## config.mk

```make
export PLATFORM = sky130hd
export DESIGN_NAME = int_to_rec_fn_pipe
export DESIGN_NICKNAME = d
export VERILOG_FILES = /design/src/rtl/int_to_rec_fn_pipe.sv
export SDC_FILE = /design/constraint.sdc
export NUM_CORES = 1
export LEC_CHECK = 0
export ABC_AREA = 1
export ABC_CLOCK_PERIOD_IN_PS = 6300
export CAP_MARGIN = 30
export CORE_MARGIN = 3
export CORE_UTILIZATION = 45
export CTS_CLUSTER_SIZE = 40
export DETAILED_ROUTE_END_ITERATION = 8
export PLACE_DENSITY = 0.65
export REMOVE_ABC_BUFFERS = 1
export SLEW_MARGIN = 20
export SYNTH_ARGS = -nofsm -noshare
export SYNTH_HDL_FRONTEND = slang
export SYNTH_SLANG_ARGS = --single-unit
```

## constraint.sdc

```tcl
create_clock -name clock -period 6.3 [get_ports clock]
set_input_delay 1.575 -clock clock [delete_from_list [all_inputs] [get_ports clock]]
set_output_delay 1.575 -clock clock [all_outputs]
set_load 0.1 [all_outputs]
```

## src/rtl/int_to_rec_fn_pipe.sv

```systemverilog
// Three-stage pipelined 64-bit integer to recoded-double converter with global stall.
// Optional round-to-odd (mode 6) is built only when INT_TO_REC_FN_ROD_EN is defined.
`timescale 1ns/1ps
module int_to_rec_fn_pipe (
   input  logic        clock,
   input  logic        reset,
   input  logic        io_in_valid,
   output logic        io_in_ready,
   input  logic [63:0] io_in_bits_in,
   input  logic        io_in_bits_signedIn,
   input  logic [2:0]  io_in_bits_roundingMode,
   output logic        io_out_valid,
   input  logic        io_out_ready,
   output logic [64:0] io_out_bits_out,
   output logic [4:0]  io_out_bits_exceptionFlags
);

   typedef enum logic [2:0] {
      RND_NE = 3'd0,
      RND_TZ = 3'd1,
      RND_DN = 3'd2,
      RND_UP = 3'd3,
      RND_MM = 3'd4,
      RND_OD = 3'd5
   } rnd_t;

   logic en;

   logic        s1_valid_reg, s2_valid_reg, s3_valid_reg;
   logic        s1_sign_reg, s2_sign_reg;
   logic [63:0] s1_mag_reg, s2_norm_reg;
   rnd_t        s1_rnd_reg, s2_rnd_reg;
   logic [5:0]  s2_p_reg;
   logic        s2_zero_reg;
   logic [64:0] s3_out_reg;
   logic [4:0]  s3_flags_reg;

   logic        s1_sign_next;
   logic [63:0] s1_mag_next;
   rnd_t        s1_rnd_next;
   logic [63:0] s2_norm_next;
   logic [5:0]  s2_lz;
   logic [5:0]  s2_p_next;
   logic        s2_zero_next;
   logic [64:0] s3_out_next;
   logic [4:0]  s3_flags_next;

   // Only S3 occupancy gates the pipeline; bubbles upstream are not collapsed.
   assign en           = ~s3_valid_reg | io_out_ready;
   assign io_in_ready  = en;
   assign io_out_valid = s3_valid_reg;
   assign io_out_bits_out            = s3_out_reg;
   assign io_out_bits_exceptionFlags = s3_flags_reg;

   assign s1_sign_next = io_in_bits_signedIn & io_in_bits_in[63];
   assign s1_mag_next  = s1_sign_next ? (~io_in_bits_in + 64'd1) : io_in_bits_in;

   // Fold the eight encodings down to the distinct behaviours early.
   always_comb begin
      s1_rnd_next = RND_TZ;
      case (io_in_bits_roundingMode)
         3'd0:    s1_rnd_next = RND_NE;
         3'd2:    s1_rnd_next = RND_DN;
         3'd3:    s1_rnd_next = RND_UP;
         3'd4:    s1_rnd_next = RND_MM;
`ifdef INT_TO_REC_FN_ROD_EN
         3'd6:    s1_rnd_next = RND_OD;
`else
         3'd6:    s1_rnd_next = RND_NE;
`endif
         default: s1_rnd_next = RND_TZ;
      endcase
   end

   // Binary-search normaliser: each step shifts out a block of leading zeros.
   always_comb begin
      s2_norm_next = s1_mag_reg;
      s2_lz        = 6'd0;
      for (int k = 5; k >= 0; k--) begin
         if ((s2_norm_next >> (64 - (1 << k))) == 64'd0) begin
            s2_norm_next = s2_norm_next << (1 << k);
            s2_lz[k]     = 1'b1;
         end
      end
   end

   assign s2_p_next    = 6'd63 - s2_lz;
   assign s2_zero_next = (s1_mag_reg == 64'd0);

   logic [52:0] sig;
   logic        guard, sticky, inexact;
   logic        round_inc, force_odd;
   logic [53:0] sig_sum;
   logic        carry;
   logic [11:0] rec_exp;
   logic [51:0] frac;

   assign sig     = s2_norm_reg[63:11];
   assign guard   = s2_norm_reg[10];
   assign sticky  = |s2_norm_reg[9:0];
   assign inexact = guard | sticky;

   always_comb begin
      round_inc = 1'b0;
      case (s2_rnd_reg)
         RND_NE:  round_inc = guard & (sticky | sig[0]);
         RND_MM:  round_inc = guard;
         RND_DN:  round_inc = s2_sign_reg & inexact;
         RND_UP:  round_inc = ~s2_sign_reg & inexact;
         default: round_inc = 1'b0;
      endcase
   end

`ifdef INT_TO_REC_FN_ROD_EN
   assign force_odd = (s2_rnd_reg == RND_OD) & inexact;
`else
   assign force_odd = 1'b0;
`endif

   assign sig_sum = {1'b0, sig[52:1], sig[0] | force_odd} + {53'd0, round_inc};
   assign carry   = sig_sum[53];
   assign rec_exp = 12'h800 + {6'd0, s2_p_reg} + {11'd0, carry};
   assign frac    = carry ? 52'd0 : sig_sum[51:0];

   assign s3_out_next   = s2_zero_reg ? 65'd0 : {s2_sign_reg, rec_exp, frac};
   assign s3_flags_next = {4'b0000, inexact & ~s2_zero_reg};

   always_ff @(posedge clock) begin
      if (reset) begin
         s1_valid_reg <= 1'b0;
         s2_valid_reg <= 1'b0;
         s3_valid_reg <= 1'b0;
         s1_sign_reg  <= 1'b0;
         s1_mag_reg   <= 64'd0;
         s1_rnd_reg   <= RND_NE;
         s2_sign_reg  <= 1'b0;
         s2_norm_reg  <= 64'd0;
         s2_p_reg     <= 6'd0;
         s2_zero_reg  <= 1'b0;
         s2_rnd_reg   <= RND_NE;
         s3_out_reg   <= 65'd0;
         s3_flags_reg <= 5'd0;
      end else if (en) begin
         s1_valid_reg <= io_in_valid;
         s2_valid_reg <= s1_valid_reg;
         s3_valid_reg <= s2_valid_reg;
         s1_sign_reg  <= s1_sign_next;
         s1_mag_reg   <= s1_mag_next;
         s1_rnd_reg   <= s1_rnd_next;
         s2_sign_reg  <= s1_sign_reg;
         s2_norm_reg  <= s2_norm_next;
         s2_p_reg     <= s2_p_next;
         s2_zero_reg  <= s2_zero_next;
         s2_rnd_reg   <= s1_rnd_reg;
         s3_out_reg   <= s3_out_next;
         s3_flags_reg <= s3_flags_next;
      end
   end

endmodule
```

==> impl_results.md <==
- I/O Pins: approximately 140
- Comb pwr share: 0.362
- Number of global-route vias before repair: 13800
- Detailed-route via count: about 15000
- Compound-Gate Fraction of Synth Area: 0.145
- Post-synthesis adder-cell area fraction: 0.00436
- Post-Synth XOR/XNOR Area: 0.0305
- Initial Utilization: 0.463
- Largest driver fanout on the critical path: 26
- Synth Instances: 2436
- Max Cap Viol: 0
- Area Growth Syn to Fin: 16.0%
- Slew Viols, Final: 0
- Worst R2R Start: s2_norm_reg[6]
- Most used DFF post-synth: dfxtp_1
- Num Clock Sinks: roughly 210
- Share of cells above drive strength 1: 0.0478
- Lkg Pwr: approximately 8.0 nW
- First-pass GRT wire length: ~69 mm
- Register share of total power: 0.332
- Period utilization: 0.788
- CTS root buf: clkbuf_16
- Total Routing Usage GR: 0.241
- Post-cts sizing count: 0
- Sw Pwr: 2.01 mW
- Worst path slowest cell: nand2_2
- Commonest non-fill, non-tap cell in the layout: nand2_1
- PwrDens: around 300 mW/mm²
- Num CTS Buffers: 25
- R2r setup slk: roughly 1300 ps
- Synth async-reset ratio: 0
- Initial antenna violation count: 0
- Drt pass-1 iters: 8
- Slew margin rel.: 0.349
- FF+latch count, synth: ~210
- Antenna diodes: 0
- Clock buffer depth: 3
- RD Place Congestion: between 0.9 and 1
- Endpoints failing setup: 0
- Outcome: complete, no violations
- Post-route ant nets: 0
- R2r endpoint: io_out_bits_out[18]
- Largest net degree at the start of global routing: a little over 90
- Post-place setup slack: 940 ps
- Port Buf Inserts: between 100 and 150
- Cell mode on critical path: nand2_1
- Routed wire per std cell: 14.4 µm
- Post-synthesis mux area share: 0.00140
- Post-synth EDFFs: 0
- Postcts setup bufs: 0
- Die X: between 150 and 200 µm
- CP Capture Type: flip-flop
- Skew final: 11.2 ps
- Hold Path Class: flip-flop to flip-flop
- Dpl cells: around 2900
- Clock power frac: 0.306
- Synth warn: 0
- Crit path to: io_out_bits_out[18]
- Simple-gate share of the synthesized area: 0.408
- Sw Share: 0.401
- Setup ws final: about 1300 ps
- Fin crit period: around 5000 ps
- Post-synth cell types: 52
- Iter 0 DRT Violations: about 1000
- Avg Inst Size Synth: 5.89 µm²
- Maximum clock rate: 0.201 GHz
- Core Util, Final: 0.537
- Drt total wl: ~42 mm
- VDD IR-drop max: roughly 0.16 mV
- CTS tree: yes
- Die area: approximately 0.034 mm²
- Critical path class: flip-flop to flip-flop
- Hold_buf cts: 0
- Fin. Hold Viols: 0
- Largest family of logic cells by synthesized area: simple AND/OR/NAND/NOR gates
- Fin nets: roughly 2600
- Critical Path Source: s2_norm_reg[6]
- Die Y-Extent: approximately 180 µm
- Overflow after GRT: 0
- Num rows: 64
- Final Non-Filler Cells: ~2900
- Most frequent cells in the layout: nand2_1, inv_1, dfxtp_1, nor2_1, o21ai_0
- HPWL Detailed: 31.2 mm
- Remaining DRCs: 0
- Core Box Area: around 0.031 mm²
- H-tree depth: 1
- Type of origin of the critical path: flip-flop
- Worst EP arrival: between 5000 and 6000 ps
- R2R cell count: 28
- Seq/Total Area, Yosys: 0.290
- Max stage delay on crit path: roughly 350 ps
- Worst skew pair latency: around 520 ps
- Least-Margin Pin Slew: just under 1000 ps
- Post-synthesis cell area: about 0.014 mm²
- Reg clk slew, reported paths: around 60 ps
- Vias/cell: 5.14
- RSZ-0062 raised after global routing: no
- P_int: 3.00 mW
- CP required: roughly 6700 ps
power groups by stage:
stage	registers [mW]	clock network (mW)	logic, mW
floorplan	1.94	0	1.03
global placement	1.68	0	1.78
detailed placement	1.68	0	1.80
CTS	1.66	1.56	1.81
global route	1.68	1.62	2.04
finish	1.66	1.53	1.82
worst min path at each step:
stage	startpoint	endpoint	slack (ps)	cells after the start
global placement	s2_valid_reg	s2_valid_reg	440	2
finish	s2_valid_reg	s2_valid_reg	460	2
global route	io_out_bits_out[19]	io_out_bits_out[19]	480	2
CTS	io_out_bits_out[13]	io_out_bits_out[13]	460	2
detailed placement	io_out_bits_out[35]	io_out_bits_out[35]	450	2
floorplan	s2_valid_reg	io_out_valid	430	2
final cells by class:
| cell class | count | area [µm²] |
|---|---|---|
| sequential | 208 | 4160 |
| clock inverter | 14 | 181 |
| clock buffer | 31 | 698 |
| timing repair buffer | 159 | 1640 |
| inverter | 253 | 952 |
| tap | 396 | 495 |
| multi-input combinational | 1844 | 8500 |
| fill | 3251 | 14400 |
stage by stage:
| stage | power (mW) | area (µm²) | hold slack [ps] | setup TNS (ps) |
|---|---|---|---|---|
| floorplan | 2.97 | 13600 | 430 | -675220 |
| CTS | 5.03 | 16600 | 463 | 0 |
| detailed placement | 3.49 | 15700 | 454 | 0 |
| finish | 5.01 | 16600 | 459 | 0 |
| global route | 5.34 | 16600 | 483 | 0 |
| global placement | 3.46 | 15600 | 443 | 0 |
metal layers:
| layer | up-vias | GRT usage | part of all wire |
|---|---|---|---|
| li1 | 7824 | - | - |
| met1 | 6687 | 0.329 | 0.47 |
| met2 | 368 | 0.407 | 0.46 |
| met3 | 62 | 0.0264 | 0.044 |
| met4 | 0 | 0.0659 | 0.023 |
| met5 | - | 0 | 0 |
cell usage after synthesis (2+ instances only):
library cell | count | share of area
xor2_1 | 34 | 0.021
o21ai_1 | 7 | 0.0024
o41ai_1 | 3 | 0.0018
xnor2_1 | 16 | 0.0098
nor3b_1 | 4 | 0.0021
a21oi_1 | 100 | 0.035
or2_2 | 6 | 0.0026
nor3_1 | 36 | 0.013
ha_1 | 5 | 0.0044
clkbuf_1 | 52 | 0.014
inv_1 | 246 | 0.064
nor2_4 | 4 | 0.0031
dlygate4sd1_1 | 4 | 0.0024
a31oi_1 | 13 | 0.0057
nor2_2 | 8 | 0.0035
nand3b_1 | 5 | 0.0026
nand2_2 | 8 | 0.0035
nand4_2 | 2 | 0.0017
inv_2 | 6 | 0.0016
nor3_2 | 4 | 0.0028
nor2_1 | 206 | 0.054
and2_1 | 2 | 0.00087
o21ai_0 | 137 | 0.048
dfxtp_1 | 208 | 0.29
nand3_1 | 128 | 0.045
nor4_1 | 24 | 0.010
nand2_1 | 981 | 0.26
a2bb2oi_1 | 7 | 0.0043
buf_6 | 11 | 0.0086
o31ai_1 | 3 | 0.0016
nand4_1 | 10 | 0.0044
buf_2 | 38 | 0.013
buf_4 | 23 | 0.012
o221ai_1 | 31 | 0.019
a2bb2oi_2 | 6 | 0.0063
o211ai_1 | 20 | 0.010
mux2i_1 | 2 | 0.0014
o21bai_1 | 15 | 0.0079
buf_1 | 8 | 0.0021
critical path: cells and delay by family (launching register included):
| kind | cells | cell delay, ps |
|---|---|---|
| simple gates | 20 | 3000 |
| flops | 1 | 340 |
| buf+inv | 4 | 660 |
| fa+ha+maj | 1 | 340 |
| compound gates | 3 | 450 |
cell families after synthesis:
logic type,count (synthesis)
simple gates,1433
mux,2
compound gates,346
other cells,1
fa+ha+maj,5
buf+inv,391
xor+xnor,50
flops,208
Power figures use the tool's default switching activity.
